**config.mk**
```make
export PLATFORM = sky130hd
export DESIGN_NAME = mem_bank_port_ctrl
export DESIGN_NICKNAME = d
export VERILOG_FILES = /design/src/rtl/mem_bank_pkg.sv /design/src/rtl/mem_rsp_fifo.sv /design/src/rtl/mem_bank_port_ctrl.sv
export SDC_FILE = /design/constraint.sdc
export NUM_CORES = 1
export LEC_CHECK = 0
export BUFFER_PORTS_ARGS = -buffer_cell sky130_fd_sc_hd__buf_2
export CAP_MARGIN = 30
export CORE_UTILIZATION = 25
export CTS_BUF_LIST = sky130_fd_sc_hd__clkbuf_4 sky130_fd_sc_hd__clkbuf_8 sky130_fd_sc_hd__clkbuf_16
export CTS_CLUSTER_SIZE = 16
export DETAILED_ROUTE_END_ITERATION = 8
export HOLD_SLACK_MARGIN = 0.1
export MAX_ROUTING_LAYER = met4
export PLACE_DENSITY = 0.47
export SETUP_SLACK_MARGIN = 0.05
export SYNTH_ARGS = -nofsm -noshare
export SYNTH_HDL_FRONTEND = slang
export SYNTH_SLANG_ARGS = --single-unit
```
**constraint.sdc**
```tcl
create_clock -name clk_i -period 14.32 [get_ports clk_i]
set_input_delay 2.148 -clock clk_i [delete_from_list [all_inputs] [get_ports clk_i]]
set_output_delay 2.148 -clock clk_i [all_outputs]
set_load 0.01 [all_outputs]
```
**src/rtl/mem_bank_pkg.sv**
```systemverilog
// Shared constants and geometry helpers for the memory bank and its
// port controllers.
package mem_bank_pkg;

   localparam int BramAddrWidth = 10;
   localparam int BramColWidth  = 8;
   localparam int BramNumCol    = 4;

   function automatic int num_banks(input int size_kib, input int data_width);
      return (size_kib * 1024) / ((data_width / 8) * 1024);
   endfunction

   function automatic int addr_width(input int size_kib, input int data_width);
      return $clog2((size_kib * 1024) / (data_width / 8));
   endfunction

endpackage

```
**src/rtl/mem_rsp_fifo.sv**
```systemverilog
// Response FIFO with a registered head word, so the read data seen by
// the master is a flop output and holds steady under backpressure.
module mem_rsp_fifo
   import mem_bank_pkg::*;
#(
   parameter int  DataWidth = 128,
   parameter int  RspDepth  = 4,
   localparam int PtrW      = $clog2(RspDepth),
   localparam int CntW      = PtrW + 1
) (
   input  logic                 clk_i,
   input  logic                 rst_ni,
   input  logic                 push_i,
   input  logic [DataWidth-1:0] wdata_i,
   input  logic                 pop_i,
   output logic [DataWidth-1:0] rdata_o,
   output logic [CntW-1:0]      count_o,
   output logic                 full_o,
   output logic                 empty_o
);

   logic [DataWidth-1:0] mem_q [RspDepth];
   logic [PtrW-1:0]      wr_ptr_q, wr_ptr_d;
   logic [PtrW-1:0]      rd_ptr_q, rd_ptr_d;
   logic [CntW-1:0]      cnt_q, cnt_d;
   logic [DataWidth-1:0] head_q, head_d;
   logic                 do_pop;

   assign empty_o = (cnt_q == '0);
   assign full_o  = (cnt_q == CntW'(RspDepth));
   assign count_o = cnt_q;
   assign rdata_o = head_q;
   assign do_pop  = pop_i && !empty_o;

   always_comb begin
      wr_ptr_d = wr_ptr_q + PtrW'(push_i);
      rd_ptr_d = rd_ptr_q + PtrW'(do_pop);
      cnt_d    = cnt_q + CntW'(push_i) - CntW'(do_pop);
      head_d   = head_q;
      // A word pushed into the slot that becomes head this cycle is bypassed
      if (cnt_d != '0) begin
         if (push_i && (wr_ptr_q == rd_ptr_d)) head_d = wdata_i;
         else                                   head_d = mem_q[rd_ptr_d];
      end
   end

   always_ff @(posedge clk_i) begin
      if (push_i) mem_q[wr_ptr_q] <= wdata_i;
   end

   always_ff @(posedge clk_i or negedge rst_ni) begin
      if (!rst_ni) begin
         wr_ptr_q <= '0;
         rd_ptr_q <= '0;
         cnt_q    <= '0;
         head_q   <= '0;
      end else begin
         wr_ptr_q <= wr_ptr_d;
         rd_ptr_q <= rd_ptr_d;
         cnt_q    <= cnt_d;
         head_q   <= head_d;
      end
   end

   assert property (@(posedge clk_i) disable iff (!rst_ni) !(push_i && full_o));

endmodule

```
**src/rtl/mem_bank_port_ctrl.sv**
```systemverilog
// valid/ready front-end for one memory bank port with credit-based response FIFO.
// Define MEM_PORT_CTRL_WR_ACK_EN to make writes return a zero response entry.
module mem_bank_port_ctrl
   import mem_bank_pkg::*;
#(
   parameter int  SizeKiB   = 64,
   parameter int  DataWidth = 128,
   parameter int  RspDepth  = 4,
   localparam int NumCol    = DataWidth / 8,
   localparam int AddrWidth = addr_width(SizeKiB, DataWidth),
   localparam int NumBanks  = num_banks(SizeKiB, DataWidth)
) (
   input  logic                 clk_i,
   input  logic                 rst_ni,
   input  logic                 req_valid_i,
   output logic                 req_ready_o,
   input  logic [NumCol-1:0]    req_we_i,
   input  logic [AddrWidth-1:0] req_addr_i,
   input  logic [DataWidth-1:0] req_wdata_i,
   output logic                 rsp_valid_o,
   input  logic                 rsp_ready_i,
   output logic [DataWidth-1:0] rsp_rdata_o,
   output logic                 mem_en_o,
   output logic [NumCol-1:0]    mem_we_o,
   output logic [AddrWidth-1:0] mem_addr_o,
   output logic [DataWidth-1:0] mem_wdata_o,
   input  logic [DataWidth-1:0] mem_rdata_i
);

`ifdef MEM_PORT_CTRL_WR_ACK_EN
   localparam bit WrAck = 1'b1;
`else
   localparam bit WrAck = 1'b0;
`endif

   localparam int CntW = $clog2(RspDepth) + 1;
   localparam int UW   = CntW + 1;

   logic                 mem_en_q, mem_en_d;
   logic [NumCol-1:0]    mem_we_q, mem_we_d;
   logic [AddrWidth-1:0] mem_addr_q, mem_addr_d;
   logic [DataWidth-1:0] mem_wdata_q, mem_wdata_d;
   logic                 iss_rsp_q, iss_rsp_d;
   logic                 iss_rd_q, iss_rd_d;
   logic                 dat_rsp_q, dat_rd_q;

   logic                 req_rd, accept, bank_hz, credit_ok;
   logic [CntW-1:0]      fifo_cnt;
   logic                 fifo_full, fifo_empty;
   logic [UW-1:0]        used;

   assign req_rd = (req_we_i == '0);

   // Entries already queued plus those still travelling to the FIFO
   assign used = UW'(fifo_cnt) + UW'(iss_rsp_q) + UW'(dat_rsp_q);
   assign credit_ok = !fifo_full && (used < UW'(RspDepth));

   // The bank output mux follows the live address, so a bank switch must
   // wait until the read in issue has had its data cycle.
   if (NumBanks > 1) begin : g_bank
      assign bank_hz = iss_rsp_q &&
         (req_addr_i[AddrWidth-1:BramAddrWidth] !=
          mem_addr_q[AddrWidth-1:BramAddrWidth]);
   end else begin : g_nobank
      assign bank_hz = 1'b0;
   end

   assign req_ready_o = rst_ni && credit_ok && !bank_hz;
   assign accept      = req_valid_i && req_ready_o;

   always_comb begin
      mem_en_d    = accept;
      mem_we_d    = '0;
      mem_addr_d  = mem_addr_q;
      mem_wdata_d = mem_wdata_q;
      iss_rd_d    = accept && req_rd;
      iss_rsp_d   = accept && (WrAck || req_rd);
      if (accept) begin
         mem_we_d    = req_we_i;
         mem_addr_d  = req_addr_i;
         mem_wdata_d = req_wdata_i;
      end
   end

   always_ff @(posedge clk_i or negedge rst_ni) begin
      if (!rst_ni) begin
         mem_en_q    <= 1'b0;
         mem_we_q    <= '0;
         mem_addr_q  <= '0;
         mem_wdata_q <= '0;
         iss_rsp_q   <= 1'b0;
         iss_rd_q    <= 1'b0;
         dat_rsp_q   <= 1'b0;
         dat_rd_q    <= 1'b0;
      end else begin
         mem_en_q    <= mem_en_d;
         mem_we_q    <= mem_we_d;
         mem_addr_q  <= mem_addr_d;
         mem_wdata_q <= mem_wdata_d;
         iss_rsp_q   <= iss_rsp_d;
         iss_rd_q    <= iss_rd_d;
         dat_rsp_q   <= iss_rsp_q;
         dat_rd_q    <= iss_rd_q;
      end
   end

   assign mem_en_o    = mem_en_q;
   assign mem_we_o    = mem_we_q;
   assign mem_addr_o  = mem_addr_q;
   assign mem_wdata_o = mem_wdata_q;

   mem_rsp_fifo #(
      .DataWidth(DataWidth),
      .RspDepth (RspDepth)
   ) u_rsp_fifo (
      .clk_i  (clk_i),
      .rst_ni (rst_ni),
      .push_i (dat_rsp_q),
      .wdata_i(dat_rd_q ? mem_rdata_i : '0),
      .pop_i  (rsp_ready_i),
      .rdata_o(rsp_rdata_o),
      .count_o(fifo_cnt),
      .full_o (fifo_full),
      .empty_o(fifo_empty)
   );

   assign rsp_valid_o = !fifo_empty;

endmodule

```
==> metrics <==
Syn Inst Count 1,748; total of max-cap violations 0; upper clock frequency limit 0.188 GHz; Max Slew Vio Count 0; die width 361 microns; Synth Flop Type edfxtp_1; delay-heaviest family, CP buffers and inverters; Slowest Stage Delay on Critical Path 0.36 ns; slowest cell on the critical path buf_8; Crit path required time 12.17 ns; worst hold path depth 0; CTS tree done; reg2reg setup slack 9.63 ns; hold path start iss_rd_q; count leader, synth edfxtp_1; Power, Total 9.15 mW; clock-pin slew on the worst setup and hold paths 0.06 ns; slew margin rel. 35.3%; gr usage total 14.4%; initial drt markers 1,136; share of layout cells above drive strength 1 47.6%; synth cell count leaders edfxtp_1 (512), dfrtp_1 (294), nand2_1 (259), and2_1 (146), mux4_2 (128); CP cell instances buf_8, and3_1, and2_1, buf_2; CTS resizes 0; CTS buffer count 94; Cell variety after synth 34; Yosys top cell by area edfxtp_1; Clk Latency, worst-skew pair 0.70 ns; Synth Area per Inst 18.4 sq um; Max VDD drop 0.000215 V; die area 0.130 sq mm; vias in the first global route 19,600; Starting Density 25.2%; Vias/cell 4.36; Clock Root Buffer clkbuf_16; synth top area cells edfxtp_1 (48%), dfrtp_1 (23%), mux4_2 (9.0%); row count 131; Lkg Pwr 15.7 nW; Tmin final 5.31 ns; syn nets 2,043; Max Clock Skew 0.0300 ns; number of synthesized register bits 806; Async SR Flop Fraction 36.5%; setup repair bufs after CTS 0; Initial DRT Pass Iterations 5; Tcrit/Tclk final 37.0%; r2r startpoint u_rsp_fifo.count_o[2]; die height 361 microns; worst setup path category in -> out; worst hold path type reg -> reg; H-tree Lvls 3; first-pass GRT wire length 134,000 microns; clock tree buffer depth 3; Mapped Area 0.0322 sq mm; core area 0.128 sq mm; routability cong. 0.884; Synth top area share 47.8%; status finished, final reports clean; EDFF count, synth 512; worst-case reg-to-reg path depth 13; largest net degree at the start of global routing 105; # setup viols final 0; io pins 575; CP Buf/Inv Count 2; final instance area 0.0400 sq mm; Hold Fails Final Rpt 0; Power Dens Cells 229 mW/mm^2; sequential-to-total area share from yosys stat 70.7%; Yosys warnings 0; RSZ-0062 raised after global routing no; port bufs 574; Congestion Overflow GR 0; Post-Route WL 91,000 microns; Slew @ Worst Pin 0.971 ns; Area after DPL 0.0368 sq mm; initial antenna violation count 16; cts hold-fix bufs 0; CTS Sinks 806; post-detail-place hpwl 55,300 microns; worst hold endpoint dat_rd_q; Critical Path End Type output pin; DR DRC count 0; startpoint type of the worst setup path input port; Worst R2R End u_rsp_fifo.rdata_o[125]; Wirelength per Cell 22.1 microns; P&R area growth vs syn 24.3%; Final #Nets 2,647; setup_tns 0 ns; arrival time at the worst endpoint 3.16 ns; Routed Antenna Nets 0; via count 17,900; CP Max Fanout 61
power breakdown:
| group | switching [mW] | total [mW] | internal [mW] |
|---|---|---|---|
| clock network | 0.983 | 2.39 | 1.40 |
| registers | 0.250 | 3.15 | 2.90 |
| logic | 1.80 | 3.61 | 1.81 |
per-stage QoR:
stage	cells	hold slack (ns)	utilization [%]	worst slack, ns
2_1_floorplan	1748	0.371	-	3.53
3_3_place_gp	3909	0.487	28.7	7.65
3_5_place_dp	3915	0.488	28.8	8.15
4_1_cts	4091	0.507	31.3	8.92
5_1_grt	4108	0.517	31.3	8.69
6_report	4109	0.487	31.3	9.01
layer usage:
layer  vias up  track usage (%)  part of all wire [%]
met1      9484             18.2                    44
met2       446             22.3                    48
met3       125             4.02                   5.8
li1       7854                -                     -
met5         -                -                     0
met4         0             4.22                   2.1
registers in the layout, indices dropped and copies added (netlist names):
name                 cells
dat_rd_q                 1
mem_en_o                 1
mem_addr_o              12
u_rsp_fifo.rd_ptr_q      2
u_rsp_fifo.count_o       3
mem_wdata_o            128
u_rsp_fifo.mem_q       512
u_rsp_fifo.rdata_o     128
mem_we_o                16
iss_rd_q                 1
u_rsp_fifo.wr_ptr_q      2
cell usage in the layout (no fill, tap or decap), drive strengths merged, types with 5 or more instances in the layout:
cell type and instances:
clkbuf 129, a22oi 128, xor2 5, inv 11, clkinv 33, ha 6
dfrtp 294, and2 146, edfxtp 512, buf 610, nand2 259, mux2 140
diode 15, mux4 128
worst reg2reg max path, stage by stage (launching register included):
cell	delay (ns)
dfrtp_1	0.40
or3_1	0.49
and2_1	0.26
ha_1	0.28
inv_1	0.04
ha_1	0.19
fa_1	0.41
xnor2_1	0.30
nor3_4	0.08
nor2_4	0.40
buf_4	0.56
buf_4	0.87
nand2_1	0.23
nand2_1	0.11
layout make-up:
class,instances,area (sq um)
multi-input combinational,835,8630
tap,1662,2080
sequential,806,22700
fill,12600,87500
clock buffer,129,2710
timing repair buffer,610,3360
antenna,15,37.5
inverter,5,26.3
clock inverter,47,397
worst max path at each step:
stage / end / slack, ns / from / cells past startpoint
final: req_ready_o / 9.01 / rst_ni / 4
after global placement: u_rsp_fifo.rdata_o[61] / 7.65 / rsp_ready_i / 9
after global routing: u_rsp_fifo.rdata_o[123] / 8.69 / rsp_ready_i / 13
after floorplan: u_rsp_fifo.mem_q[0][0] / 3.53 / dat_rd_q / 2
after detailed placement: u_rsp_fifo.rdata_o[105] / 8.15 / rsp_ready_i / 9
after CTS: u_rsp_fifo.rdata_o[105] / 8.92 / rsp_ready_i / 9
kinds of logic (layout without fill, tap and decap cells):
group | Yosys count | in the layout | share of synthesized area, %
AND/OR/NAND/NOR | 422 | 422 | 6.25
adder cells (fa/ha/maj) | 7 | 7 | 0.296
other | 0 | 15 | 0
AO/OA/AOI/OAI | 130 | 130 | 4.69
flip-flops | 806 | 806 | 70.7
multiplexers | 268 | 268 | 15.2
buffers and inverters | 107 | 791 | 2.66
XOR/XNOR | 8 | 8 | 0.261
Note: power is estimated with default switching activity, not from simulation.
